[src/rtl/spi_fl_pkg.sv]
// Shared encodings for the flash command sequencer: op codes, FSM states,
// flash opcodes, spi_master_fl commtype values and the frame descriptor.
package spi_fl_pkg;

    typedef enum logic [1:0] {
        OP_READ    = 2'd0,
        OP_PROGRAM = 2'd1,
        OP_ERASE   = 2'd2,
        OP_RDSR    = 2'd3
    } op_e;

    typedef enum logic [2:0] {
        ST_IDLE  = 3'd0,
        ST_ISSUE = 3'd1,
        ST_WAIT  = 3'd2,
        ST_RESP  = 3'd3,
        ST_GAP   = 3'd4
    } state_e;

    // Which transaction the next ISSUE launches.
    typedef enum logic [2:0] {
        STEP_READ = 3'd0,
        STEP_WREN = 3'd1,
        STEP_MAIN = 3'd2,
        STEP_POLL = 3'd3,
        STEP_RDSR = 3'd4
    } step_e;

    localparam logic [7:0] FL_WREN  = 8'h06;
    localparam logic [7:0] FL_FREAD = 8'h0B;
    localparam logic [7:0] FL_PP    = 8'h02;
    localparam logic [7:0] FL_SE    = 8'h20;
    localparam logic [7:0] FL_RDSR  = 8'h05;

    localparam logic [2:0] CMD_ONLY  = 3'd0;
    localparam logic [2:0] CMD_RD    = 3'd1;
    localparam logic [2:0] ADDR_RD   = 3'd2;
    localparam logic [2:0] CMD_WR    = 3'd3;
    localparam logic [2:0] ADDR_WR   = 3'd4;
    localparam logic [2:0] ADDR_ONLY = 3'd5;

    typedef struct packed {
        logic [7:0]  cmd;
        logic [23:0] addr;
        logic [31:0] din;
        logic [2:0]  ctype;
        logic [6:0]  nmiso;
        logic [3:0]  dummy;
    } fl_frame_t;

    function automatic fl_frame_t frame_for(input step_e step, input op_e op,
                                            input logic [23:0] addr,
                                            input logic [31:0] wdata);
        fl_frame_t f;
        f = '0;
        case (step)
            STEP_READ: begin
                f.cmd   = FL_FREAD;
                f.ctype = ADDR_RD;
                f.addr  = addr;
                f.nmiso = 7'd32;
                f.dummy = 4'd8;
            end
            STEP_WREN: begin
                f.cmd   = FL_WREN;
                f.ctype = CMD_ONLY;
            end
            STEP_MAIN: begin
                f.addr = addr;
                if (op == OP_PROGRAM) begin
                    f.cmd   = FL_PP;
                    f.ctype = ADDR_WR;
                    f.din   = wdata;
                end else begin
                    f.cmd   = FL_SE;
                    f.ctype = ADDR_ONLY;
                end
            end
            default: begin
                f.cmd   = FL_RDSR;
                f.ctype = CMD_RD;
                f.nmiso = 7'd8;
            end
        endcase
        return f;
    endfunction

endpackage

[src/rtl/spi_fl_cmd_seq.sv]
// Flash op sequencer: expands READ/PROGRAM/ERASE/RDSR requests into ordered
// spi_master_fl transactions (WREN prefix, status polling, address stepping).
module spi_fl_cmd_seq
    import spi_fl_pkg::*;
#(
    parameter int POLL_MAX = 1024,
    parameter int POLL_GAP = 64
) (
    input  logic        clk_i,
    input  logic        rst_ni,
    input  logic        req_valid_i,
    output logic        req_ready_o,
    input  logic [1:0]  req_op_i,
    input  logic [23:0] req_addr_i,
    input  logic [31:0] req_wdata_i,
    input  logic [7:0]  req_nwords_i,
    output logic        rsp_valid_o,
    input  logic        rsp_ready_i,
    output logic [31:0] rsp_data_o,
    output logic        rsp_last_o,
    output logic        rsp_err_o,
    output logic        busy_o,
    output logic [7:0]  fl_command_o,
    output logic [23:0] fl_address_o,
    output logic [31:0] fl_data_in_o,
    output logic [2:0]  fl_commtype_o,
    output logic [6:0]  fl_nmiso_bits_o,
    output logic [3:0]  fl_dummy_cycles_o,
    output logic [7:0]  fl_frame_struct_o,
    output logic        fl_validflag_o,
    input  logic        fl_tready_i,
    input  logic [31:0] fl_data_out_i,
    input  logic        fl_validflag_out_i
);

    localparam int PW = $clog2(POLL_MAX + 1);
    localparam int GW = $clog2(POLL_GAP + 1);

    state_e      state_q, state_d;
    step_e       step_q, step_d;
    op_e         op_q, op_d;
    logic [23:0] addr_q, addr_d;
    logic [31:0] wdata_q, wdata_d;
    logic [7:0]  cnt_q, cnt_d;
    logic [PW-1:0] poll_q, poll_d;
    logic [GW-1:0] gap_q, gap_d;
    logic [31:0] rsp_data_q, rsp_data_d;
    logic        rsp_last_q, rsp_last_d;
    logic        rsp_err_q, rsp_err_d;
    fl_frame_t   frame_q, frame_d;
    logic        fl_vld_q, fl_vld_d;
    logic        rdy_q;

    always_ff @(posedge clk_i or negedge rst_ni) begin
        if (!rst_ni) begin
            state_q    <= ST_IDLE;
            step_q     <= STEP_READ;
            op_q       <= OP_READ;
            addr_q     <= '0;
            wdata_q    <= '0;
            cnt_q      <= '0;
            poll_q     <= '0;
            gap_q      <= '0;
            rsp_data_q <= '0;
            rsp_last_q <= 1'b0;
            rsp_err_q  <= 1'b0;
            frame_q    <= '0;
            fl_vld_q   <= 1'b0;
            rdy_q      <= 1'b0;
        end else begin
            state_q    <= state_d;
            step_q     <= step_d;
            op_q       <= op_d;
            addr_q     <= addr_d;
            wdata_q    <= wdata_d;
            cnt_q      <= cnt_d;
            poll_q     <= poll_d;
            gap_q      <= gap_d;
            rsp_data_q <= rsp_data_d;
            rsp_last_q <= rsp_last_d;
            rsp_err_q  <= rsp_err_d;
            frame_q    <= frame_d;
            fl_vld_q   <= fl_vld_d;
            rdy_q      <= 1'b1;
        end
    end

    always_comb begin
        state_d    = state_q;
        step_d     = step_q;
        op_d       = op_q;
        addr_d     = addr_q;
        wdata_d    = wdata_q;
        cnt_d      = cnt_q;
        poll_d     = poll_q;
        gap_d      = gap_q;
        rsp_data_d = rsp_data_q;
        rsp_last_d = rsp_last_q;
        rsp_err_d  = rsp_err_q;
        frame_d    = frame_q;
        fl_vld_d   = 1'b0;
        case (state_q)
            ST_IDLE: begin
                if (req_valid_i && req_ready_o) begin
                    op_d    = op_e'(req_op_i);
                    addr_d  = req_addr_i;
                    wdata_d = req_wdata_i;
                    cnt_d   = (req_nwords_i == 8'd0) ? 8'd1 : req_nwords_i;
                    poll_d  = '0;
                    case (op_e'(req_op_i))
                        OP_READ:  step_d = STEP_READ;
                        OP_RDSR:  step_d = STEP_RDSR;
                        default:  step_d = STEP_WREN;
                    endcase
                    state_d = ST_ISSUE;
                end
            end
            ST_ISSUE: begin
                // Frame fields and the start pulse register together so the
                // master sees a coherent descriptor on the pulse cycle.
                if (fl_tready_i) begin
                    frame_d  = frame_for(step_q, op_q, addr_q, wdata_q);
                    fl_vld_d = 1'b1;
                    if (step_q == STEP_POLL) poll_d = poll_q + 1'b1;
                    state_d = ST_WAIT;
                end
            end
            ST_WAIT: begin
                if (fl_validflag_out_i) begin
                    rsp_err_d = 1'b0;
                    case (step_q)
                        STEP_READ: begin
                            rsp_data_d = fl_data_out_i;
                            rsp_last_d = (cnt_q == 8'd1);
                            state_d    = ST_RESP;
                        end
                        STEP_WREN: begin
                            step_d  = STEP_MAIN;
                            state_d = ST_ISSUE;
                        end
                        STEP_MAIN: begin
                            step_d  = STEP_POLL;
                            poll_d  = '0;
                            state_d = ST_ISSUE;
                        end
                        STEP_POLL: begin
                            rsp_data_d = {24'd0, fl_data_out_i[7:0]};
                            rsp_last_d = 1'b1;
                            if (!fl_data_out_i[0]) begin
                                state_d = ST_RESP;
                            end else if (poll_q == PW'(POLL_MAX)) begin
                                rsp_err_d = 1'b1;
                                state_d   = ST_RESP;
                            end else begin
                                gap_d   = '0;
                                state_d = ST_GAP;
                            end
                        end
                        default: begin
                            rsp_data_d = {24'd0, fl_data_out_i[7:0]};
                            rsp_last_d = 1'b1;
                            state_d    = ST_RESP;
                        end
                    endcase
                end
            end
            ST_RESP: begin
                if (rsp_ready_i) begin
                    if (step_q == STEP_READ && !rsp_last_q) begin
                        addr_d  = addr_q + 24'd4;
                        cnt_d   = cnt_q - 8'd1;
                        state_d = ST_ISSUE;
                    end else begin
                        state_d = ST_IDLE;
                    end
                end
            end
            ST_GAP: begin
                if (gap_q == GW'(POLL_GAP - 1)) state_d = ST_ISSUE;
                else                            gap_d   = gap_q + 1'b1;
            end
            default: state_d = ST_IDLE;
        endcase
    end

    assign req_ready_o       = (state_q == ST_IDLE) && rdy_q;
    assign busy_o            = (state_q != ST_IDLE);
    assign rsp_valid_o       = (state_q == ST_RESP);
    assign rsp_data_o        = rsp_data_q;
    assign rsp_last_o        = rsp_last_q;
    assign rsp_err_o         = rsp_err_q;
    assign fl_command_o      = frame_q.cmd;
    assign fl_address_o      = frame_q.addr;
    assign fl_data_in_o      = frame_q.din;
    assign fl_commtype_o     = frame_q.ctype;
    assign fl_nmiso_bits_o   = frame_q.nmiso;
    assign fl_dummy_cycles_o = frame_q.dummy;
    assign fl_frame_struct_o = 8'h00;
    assign fl_validflag_o    = fl_vld_q;

endmodule

[config.mk]
export PLATFORM = sky130hd
export DESIGN_NAME = spi_fl_cmd_seq
export DESIGN_NICKNAME = d
export VERILOG_FILES = /design/src/rtl/spi_fl_pkg.sv /design/src/rtl/spi_fl_cmd_seq.sv
export SDC_FILE = /design/constraint.sdc
export NUM_CORES = 1
export LEC_CHECK = 0
export CAP_MARGIN = 10
export CORE_ASPECT_RATIO = 1.1
export CORE_MARGIN = 5
export CORE_UTILIZATION = 35
export DETAILED_ROUTE_END_ITERATION = 6
export GPL_ROUTABILITY_DRIVEN = 0
export HOLD_SLACK_MARGIN = 0.15
export SETUP_SLACK_MARGIN = 0.1
export SYNTH_ARGS = -nofsm -noshare
export SYNTH_HDL_FRONTEND = slang
export SYNTH_SLANG_ARGS = --single-unit
[constraint.sdc]
create_clock -name clk_i -period 4.7 [get_ports clk_i]
set_input_delay 1.41 -clock clk_i [delete_from_list [all_inputs] [get_ports clk_i]]
set_output_delay 1.41 -clock clk_i [all_outputs]
set_load 0.02 [all_outputs]
# ---- Word level (Yosys, flattened, before mapping)
# Cells that the tools add are included.
dict set report totals {
  ff_bits 204
  latch_bits 0
  ram_bits 0
  rom_bits 0
  wordCells 125
  n_memories 0
}
dict set report op_classes {
  addsub 4
  multipliers 0
  div_mod_pow 0
  magnitude_cmp 0
  eq_ne 25
  shift 0
  muxes 52
  n_bitwise 1
  reduce_logical 24
}
# cell n
set ops {}
lappend ops {{24-bit two-way mux} 4}
lappend ops {{32-bit two-way mux} 2}
lappend ops {{32-bit case mux with 2 select lines} 1}
lappend ops {{11-bit two-way mux} 5}
lappend ops {{24-bit case mux with 2 select lines} 1}
lappend ops {{7-bit two-way mux} 5}
lappend ops {{11-bit case mux with 3 select lines} 1}
lappend ops {{8-bit two-way mux} 4}
lappend ops {{3-bit two-way mux} 9}
lappend ops {{24-bit by 3-bit adder with 24-bit output, second input constant} 1}
lappend ops {{3-bit case mux with 2 select lines} 4}
lappend ops {{2-bit != test, second input constant} 9}
lappend ops {{6-bit case mux with 3 select lines} 1}
lappend ops {{8-bit case mux with 2 select lines} 1}
lappend ops {{3-bit case mux with 5 select lines} 1}
lappend ops {{7-bit case mux with 2 select lines} 1}
lappend ops {{3-bit by 2-bit == test with 1-bit output, second input constant} 4}
lappend ops {{6-bit case mux with 2 select lines} 1}
lappend ops {{6-bit AND reduction} 2}
lappend ops {{11-bit by 1-bit adder with 11-bit output, second input constant} 1}
lappend ops {{11-bit == test, second input constant} 1}
lappend ops {{3-bit case mux with 3 select lines} 1}
lappend ops {{8-bit by 1-bit == test with 1-bit output, second input constant} 1}
lappend ops {{8-bit zero test} 1}
lappend ops {{25 further kinds} 44}

# ---- Logic depth before layout (Yosys ltp)
dict set report depth {
  word_depth 6
  ltp_mapped 8
  mapped_depth_nobuf 6
}

# ---- Worst setup path before layout
# No wires, ideal clock.
dict set report synth_timing {
  kind {register to output}
  startpoint {reg state_q[2]}
  endpoint {out rsp_valid_o}
  arrival_ps 1406
  required_ps 3290
  setup_slack_ps 1884
  path_stages_with_launch 6
  path_buffers 3
  cell_sequence {dfrtp_1 buf_2 nand3b_1 inv_2 buf_2 buf_1}
}
dict set report synth_between {
  elab_chain_len 1
}
# element line_no
set synth_rtl {}
lappend synth_rtl {{start, declared} spi_fl_cmd_seq.sv:39} ;# state_e state_q, state_d;
lappend synth_rtl {{start signal, assigned} spi_fl_cmd_seq.sv:71} ;# state_q <= state_d;
lappend synth_rtl {{3-bit by 2-bit == test with 1-bit output} spi_fl_cmd_seq.sv:188} ;# assign rsp_valid_o = (state_q == ST_RESP);
lappend synth_rtl {{end, declared} spi_fl_cmd_seq.sv:17} ;# output logic rsp_valid_o,
# Every way passes these cells.

# ---- Worst setup path in the final report
dict set report layout_timing {
  startpoint {reg state_q[0]}
  endpoint {out req_ready_o}
}
dict set report layout_between {
  elab_chain_len 2
}
# element line_no
set layout_rtl {}
lappend layout_rtl {{3-bit zero test} spi_fl_cmd_seq.sv:186} ;# assign req_ready_o = (state_q == ST_IDLE) && rdy_q;
lappend layout_rtl {{1-bit logical AND} spi_fl_cmd_seq.sv:186}
lappend layout_rtl {{end, declared} spi_fl_cmd_seq.sv:12} ;# output logic req_ready_o,
# Every way passes these cells.

==> impl_results.html <==
<table>
<tr><th>Metric</th><th>Value</th></tr>
<tr><th colspan="2">Clocking</th></tr>
<tr><td>CTS max path bufs</td><td>2</td></tr>
<tr><td>Post-CTS repair timing setup buffer count</td><td>0</td></tr>
<tr><td>Clock root buffer</td><td>sky130_fd_sc_hd__clkbuf_16</td></tr>
<tr><td>Number of buffers created by CTS</td><td>17</td></tr>
<tr><td>Level count of the clock H-tree</td><td>4</td></tr>
<tr><td>Gates resized, CTS repair</td><td>0</td></tr>
<tr><td>Clock tree from TritonCTS</td><td>done</td></tr>
<tr><td>Sinks on Clock Net</td><td>about 190</td></tr>
<tr><td>Latest clock arrival within the worst-skew pair</td><td>430 ps</td></tr>
<tr><td>Clock slew at the register clock pins of the worst setup and hold paths</td><td>roughly 70 ps</td></tr>
<tr><td>CTS hold repair buffers</td><td>0</td></tr>
<tr><th colspan="2">Floorplan</th></tr>
<tr><td>Row Count</td><td>60</td></tr>
<tr><td>Die footprint</td><td>27970 um2</td></tr>
<tr><td>Die width</td><td>~160 um</td></tr>
<tr><td>Y dimension of the die</td><td>~170 um</td></tr>
<tr><td>I/O Pins</td><td>about 230</td></tr>
<tr><td>Core Region</td><td>24400 um2</td></tr>
<tr><td>Effective utilization at floorplan</td><td>a little over a third</td></tr>
<tr><th colspan="2">GRT</th></tr>
<tr><td>Gr usage total</td><td>approximately 17%</td></tr>
<tr><td>Grt ovf</td><td>0</td></tr>
<tr><td>Pin count of the biggest net entering global routing</td><td>81</td></tr>
<tr><td>Wire length of the first global-routing pass</td><td>around 38 mm</td></tr>
<tr><td>Number of antenna violations at the first check in global routing</td><td>1</td></tr>
<tr><td>Vias in the first global route</td><td>slightly below 7000</td></tr>
<tr><th colspan="2">Run</th></tr>
<tr><td># Max-Cap Violations</td><td>0</td></tr>
<tr><th colspan="2">Outcome</th></tr>
<tr><td>Run status</td><td>completed</td></tr>
<tr><th colspan="2">Drt</th></tr>
<tr><td>Number of routed nets with antenna violations</td><td>0</td></tr>
<tr><td>First-pass iteration count of the detailed router</td><td>7</td></tr>
<tr><td>Routed Wire Length</td><td>roughly 23 mm</td></tr>
<tr><td># DRC</td><td>0</td></tr>
<tr><td>Via count</td><td>7046</td></tr>
<tr><td>Ratio of routed vias to standard cells</td><td>5.080</td></tr>
<tr><td>Per-cell routed wire length</td><td>~17 um</td></tr>
<tr><td>DRC violation total after the first TritonRoute iteration</td><td>about 400</td></tr>
<tr><th colspan="2">Final layout</th></tr>
<tr><td>Nets@finish</td><td>1175</td></tr>
<tr><td>Leading cell type in the layout, fill and taps excluded</td><td>sky130_fd_sc_hd__nand2_1</td></tr>
<tr><td>Post-layout utilization of the core</td><td>47.03%</td></tr>
<tr><td>Antenna Diode Count</td><td>0</td></tr>
<tr><td>Storage cell area</td><td>around 4800 um2</td></tr>
<tr><td>Footprint of the multi-input gates</td><td>3490 um2</td></tr>
<tr><td>Layout cells sized above 1</td><td>6.871%</td></tr>
<tr><td>Commonest non-fill, non-tap cells in the layout</td><td>sky130_fd_sc_hd__nand2_1 (216), sky130_fd_sc_hd__clkdlybuf4s50_1 (207), sky130_fd_sc_hd__dfrtp_1 (191), sky130_fd_sc_hd__a22o_1 (59), sky130_fd_sc_hd__o21ai_0 (57)</td></tr>
<tr><td>Count of fill cells added during filler insertion</td><td>2279</td></tr>
<tr><td>Synth-to-Final Area Change</td><td>32.63%</td></tr>
<tr><th colspan="2">Hold path</th></tr>
<tr><td>Number of stages on the worst hold path</td><td>2</td></tr>
<tr><td>Startpoint of the most critical hold path</td><td>addr_q[1]</td></tr>
<tr><td>Min-Delay Path Class</td><td>flop to flop</td></tr>
<tr><th colspan="2">Pwr</th></tr>
<tr><td>Combinational cell fraction of total power</td><td>a little under two fifths</td></tr>
<tr><td>Power after layout</td><td>around 7000 uW</td></tr>
<tr><td>P_sw</td><td>2737 uW</td></tr>
<tr><td>Cell-internal power</td><td>~4200 uW</td></tr>
<tr><td>Clock network fraction of design power</td><td>about 20%</td></tr>
<tr><td>Leakage Power</td><td>~0.0049 uW</td></tr>
<tr><td>Power Density</td><td>604.4 nW/um2</td></tr>
<tr><td>Switching Share</td><td>between 30 and 40%</td></tr>
<tr><td>Peak supply drop</td><td>approximately 280 uV</td></tr>
<tr><td>Share of power burned in registers</td><td>roughly 41%</td></tr>
<tr><th colspan="2">Timing</th></tr>
<tr><td>Max Clk Rate</td><td>roughly 260 MHz</td></tr>
<tr><td>Pins Over Slew Limit</td><td>0</td></tr>
<tr><td>Actual slew at the worst max-slew pin</td><td>956.0 ps</td></tr>
<tr><td>Relative max-transition margin</td><td>36.04%</td></tr>
<tr><td>Min setup slack post-route</td><td>between 800 and 900 ps</td></tr>
<tr><td>Final setup fails</td><td>0</td></tr>
<tr><td>Unrepaired setup endpoints after global routing</td><td>no</td></tr>
<tr><td>Post-route minimum period</td><td>about 3900 ps</td></tr>
<tr><td>Endpoints failing hold</td><td>0</td></tr>
<tr><td>Final period util</td><td>between 80 and 90%</td></tr>
<tr><td>Worst clock skew</td><td>roughly 17 ps</td></tr>
<tr><td>TNS Setup</td><td>0 ps</td></tr>
<tr><th colspan="2">Yosys</th></tr>
<tr><td>Unique masters post-synth</td><td>70</td></tr>
<tr><td>Ys async rst share</td><td>100.0%</td></tr>
<tr><td>Most used flip-flop cell after synthesis</td><td>sky130_fd_sc_hd__dfrtp_1</td></tr>
<tr><td>Flop and latch count out of synthesis</td><td>roughly 190</td></tr>
<tr><td>Number of flops mapped to enable cells by yosys</td><td>0</td></tr>
<tr><td>Area of the mapped netlist</td><td>8652 um2</td></tr>
<tr><td>Number of cells produced by synthesis</td><td>881</td></tr>
<tr><td>Mean instance size in the synthesized netlist</td><td>~10 um2</td></tr>
<tr><td>Number of warning messages in the yosys log</td><td>0</td></tr>
<tr><td>Proportion of synthesized chip area in sequential cells</td><td>between 50% and 60%</td></tr>
<tr><th colspan="2">Placement</th></tr>
<tr><td>Post-Place Setup Slack</td><td>roughly 1200 ps</td></tr>
<tr><td>Port buffer count</td><td>208</td></tr>
<tr><td>Post-DP HPWL</td><td>between 15 and 20 mm</td></tr>
<tr><th colspan="2">Critical path</th></tr>
<tr><td>Data arrival time of the worst path</td><td>between 2000 and 2500 ps</td></tr>
<tr><td>Worst reg-to-reg path cell count</td><td>7</td></tr>
<tr><td>Top fanout value on the critical path</td><td>27</td></tr>
<tr><td>Worst-case register-to-register setup slack</td><td>between 1500 and 2000 ps</td></tr>
<tr><td>Startpoint kind of the worst setup timing path</td><td>flop</td></tr>
<tr><td>Crit Path Category</td><td>flop to output port</td></tr>
<tr><td>Kind of end point of the critical path</td><td>output port</td></tr>
<tr><td>Required time of the critical path</td><td>3290 ps</td></tr>
<tr><td>Origin of the worst setup path</td><td>state_q[0]</td></tr>
<tr><td>Beginning of the worst register-to-register path</td><td>state_q[0]</td></tr>
</table>
==> final cells by class <==
type	count	area share (%)
inverter	13	0.4253
multi-input combinational	620	30.41
timing repair buffer	221	19.14
sequential	191	41.65
tap	310	3.380
clock buffer	19	3.947
clock inverter	13	1.047
==> synthesized netlist by cell type (all sizes together), types with 3 or more instances <==
cell | n | area [um2]
and4 | 5 | 43.79
a41oi | 4 | 35.03
a22o | 59 | 516.8
buf | 42 | 284.0
ha | 7 | 87.58
clkbuf | 33 | 123.9
a31oi | 8 | 65.06
nand3 | 39 | 195.2
a21o | 3 | 22.52
nor2 | 31 | 121.4
or4 | 5 | 41.29
o22ai | 10 | 62.56
nand2 | 217 | 817.0
dfrtp | 191 | 4780
a211oi | 5 | 42.54
nand2b | 7 | 43.79
nand3b | 5 | 37.54
nor3b | 4 | 35.03
and2 | 7 | 45.05
nor4 | 8 | 56.30
mux2 | 8 | 90.09
a21oi | 39 | 195.2
o21ai | 58 | 294.0
nor3 | 17 | 96.35
inv | 13 | 48.80
and3 | 4 | 25.02
o211ai | 3 | 22.52
nand4 | 9 | 56.30
or3 | 7 | 48.80
==> final timing paths <==
kind,to
max,req_ready_o
min,addr_q[1]
max reg2reg,addr_q[2]
min reg2reg,addr_q[1]
max in group asynchronous,wdata_q[14]
min in group asynchronous,rsp_data_o[5]
==> kinds of logic after synthesis <==
logic type | count (synthesis) | share of synthesized area (%)
simple gates | 370 | 19.88
compound gates | 212 | 16.98
flops | 191 | 55.24
buf+inv | 88 | 5.278
mux | 10 | 1.417
fa+ha+maj | 7 | 1.012
other cells | 2 | 0.08680
xor+xnor | 1 | 0.1012
==> routing by layer <==
metal / wire [um] / track usage [%] / vias up
met2: 10840 / 26.10 / 196
met5: 20 / 0 / -
met1: 11080 / 23.76 / 3383
met4: 289 / 4.267 / 2
met3: 1165 / 3.350 / 23
li1: - / - / 3442
==> registers in the layout (all words and copies together), names as in the netlist, 2 cells and up <==
register	cells
fl_data_in_o	32
rsp_data_o	32
wdata_q	32
addr_q	24
fl_address_o	24
poll_q	11
cnt_q	8
gap_q	7
fl_command_o	4
fl_commtype_o	3
state_q	3
step_q	3
op_q	2
==> worst max-delay path: stages, from the launching register on <==
cell and delay [ps]:
sky130_fd_sc_hd__dfrtp_1 710, sky130_fd_sc_hd__nor3_1 520, sky130_fd_sc_hd__and2_1 200, sky130_fd_sc_hd__clkdlybuf4s50_1 610
==> power groups by stage <==
stage / combinational, uW / clock, uW / sequential (uW)
after floorplan: 1440 / 0 / 3020
after global placement: 2640 / 0 / 2890
after detailed placement: 2670 / 0 / 2900
after CTS: 2690 / 1460 / 2870
after global routing: 2920 / 1530 / 2980
final: 2650 / 1410 / 2870
==> metrics by stage <==
| step | instance area [um2] | hold slack [ps] | std cells |
|---|---|---|---|
| after global routing | 11470 | 493.9 | 1387 |
| after global placement | 10900 | 450.1 | 1355 |
| after detailed placement | 10900 | 456.2 | 1355 |
| final | 11470 | 471.5 | 1387 |
| after CTS | 11470 | 472.8 | 1387 |
| after floorplan | 8720 | 436.9 | 899 |
No activity file was read; power rests on OpenSTA's default activity.
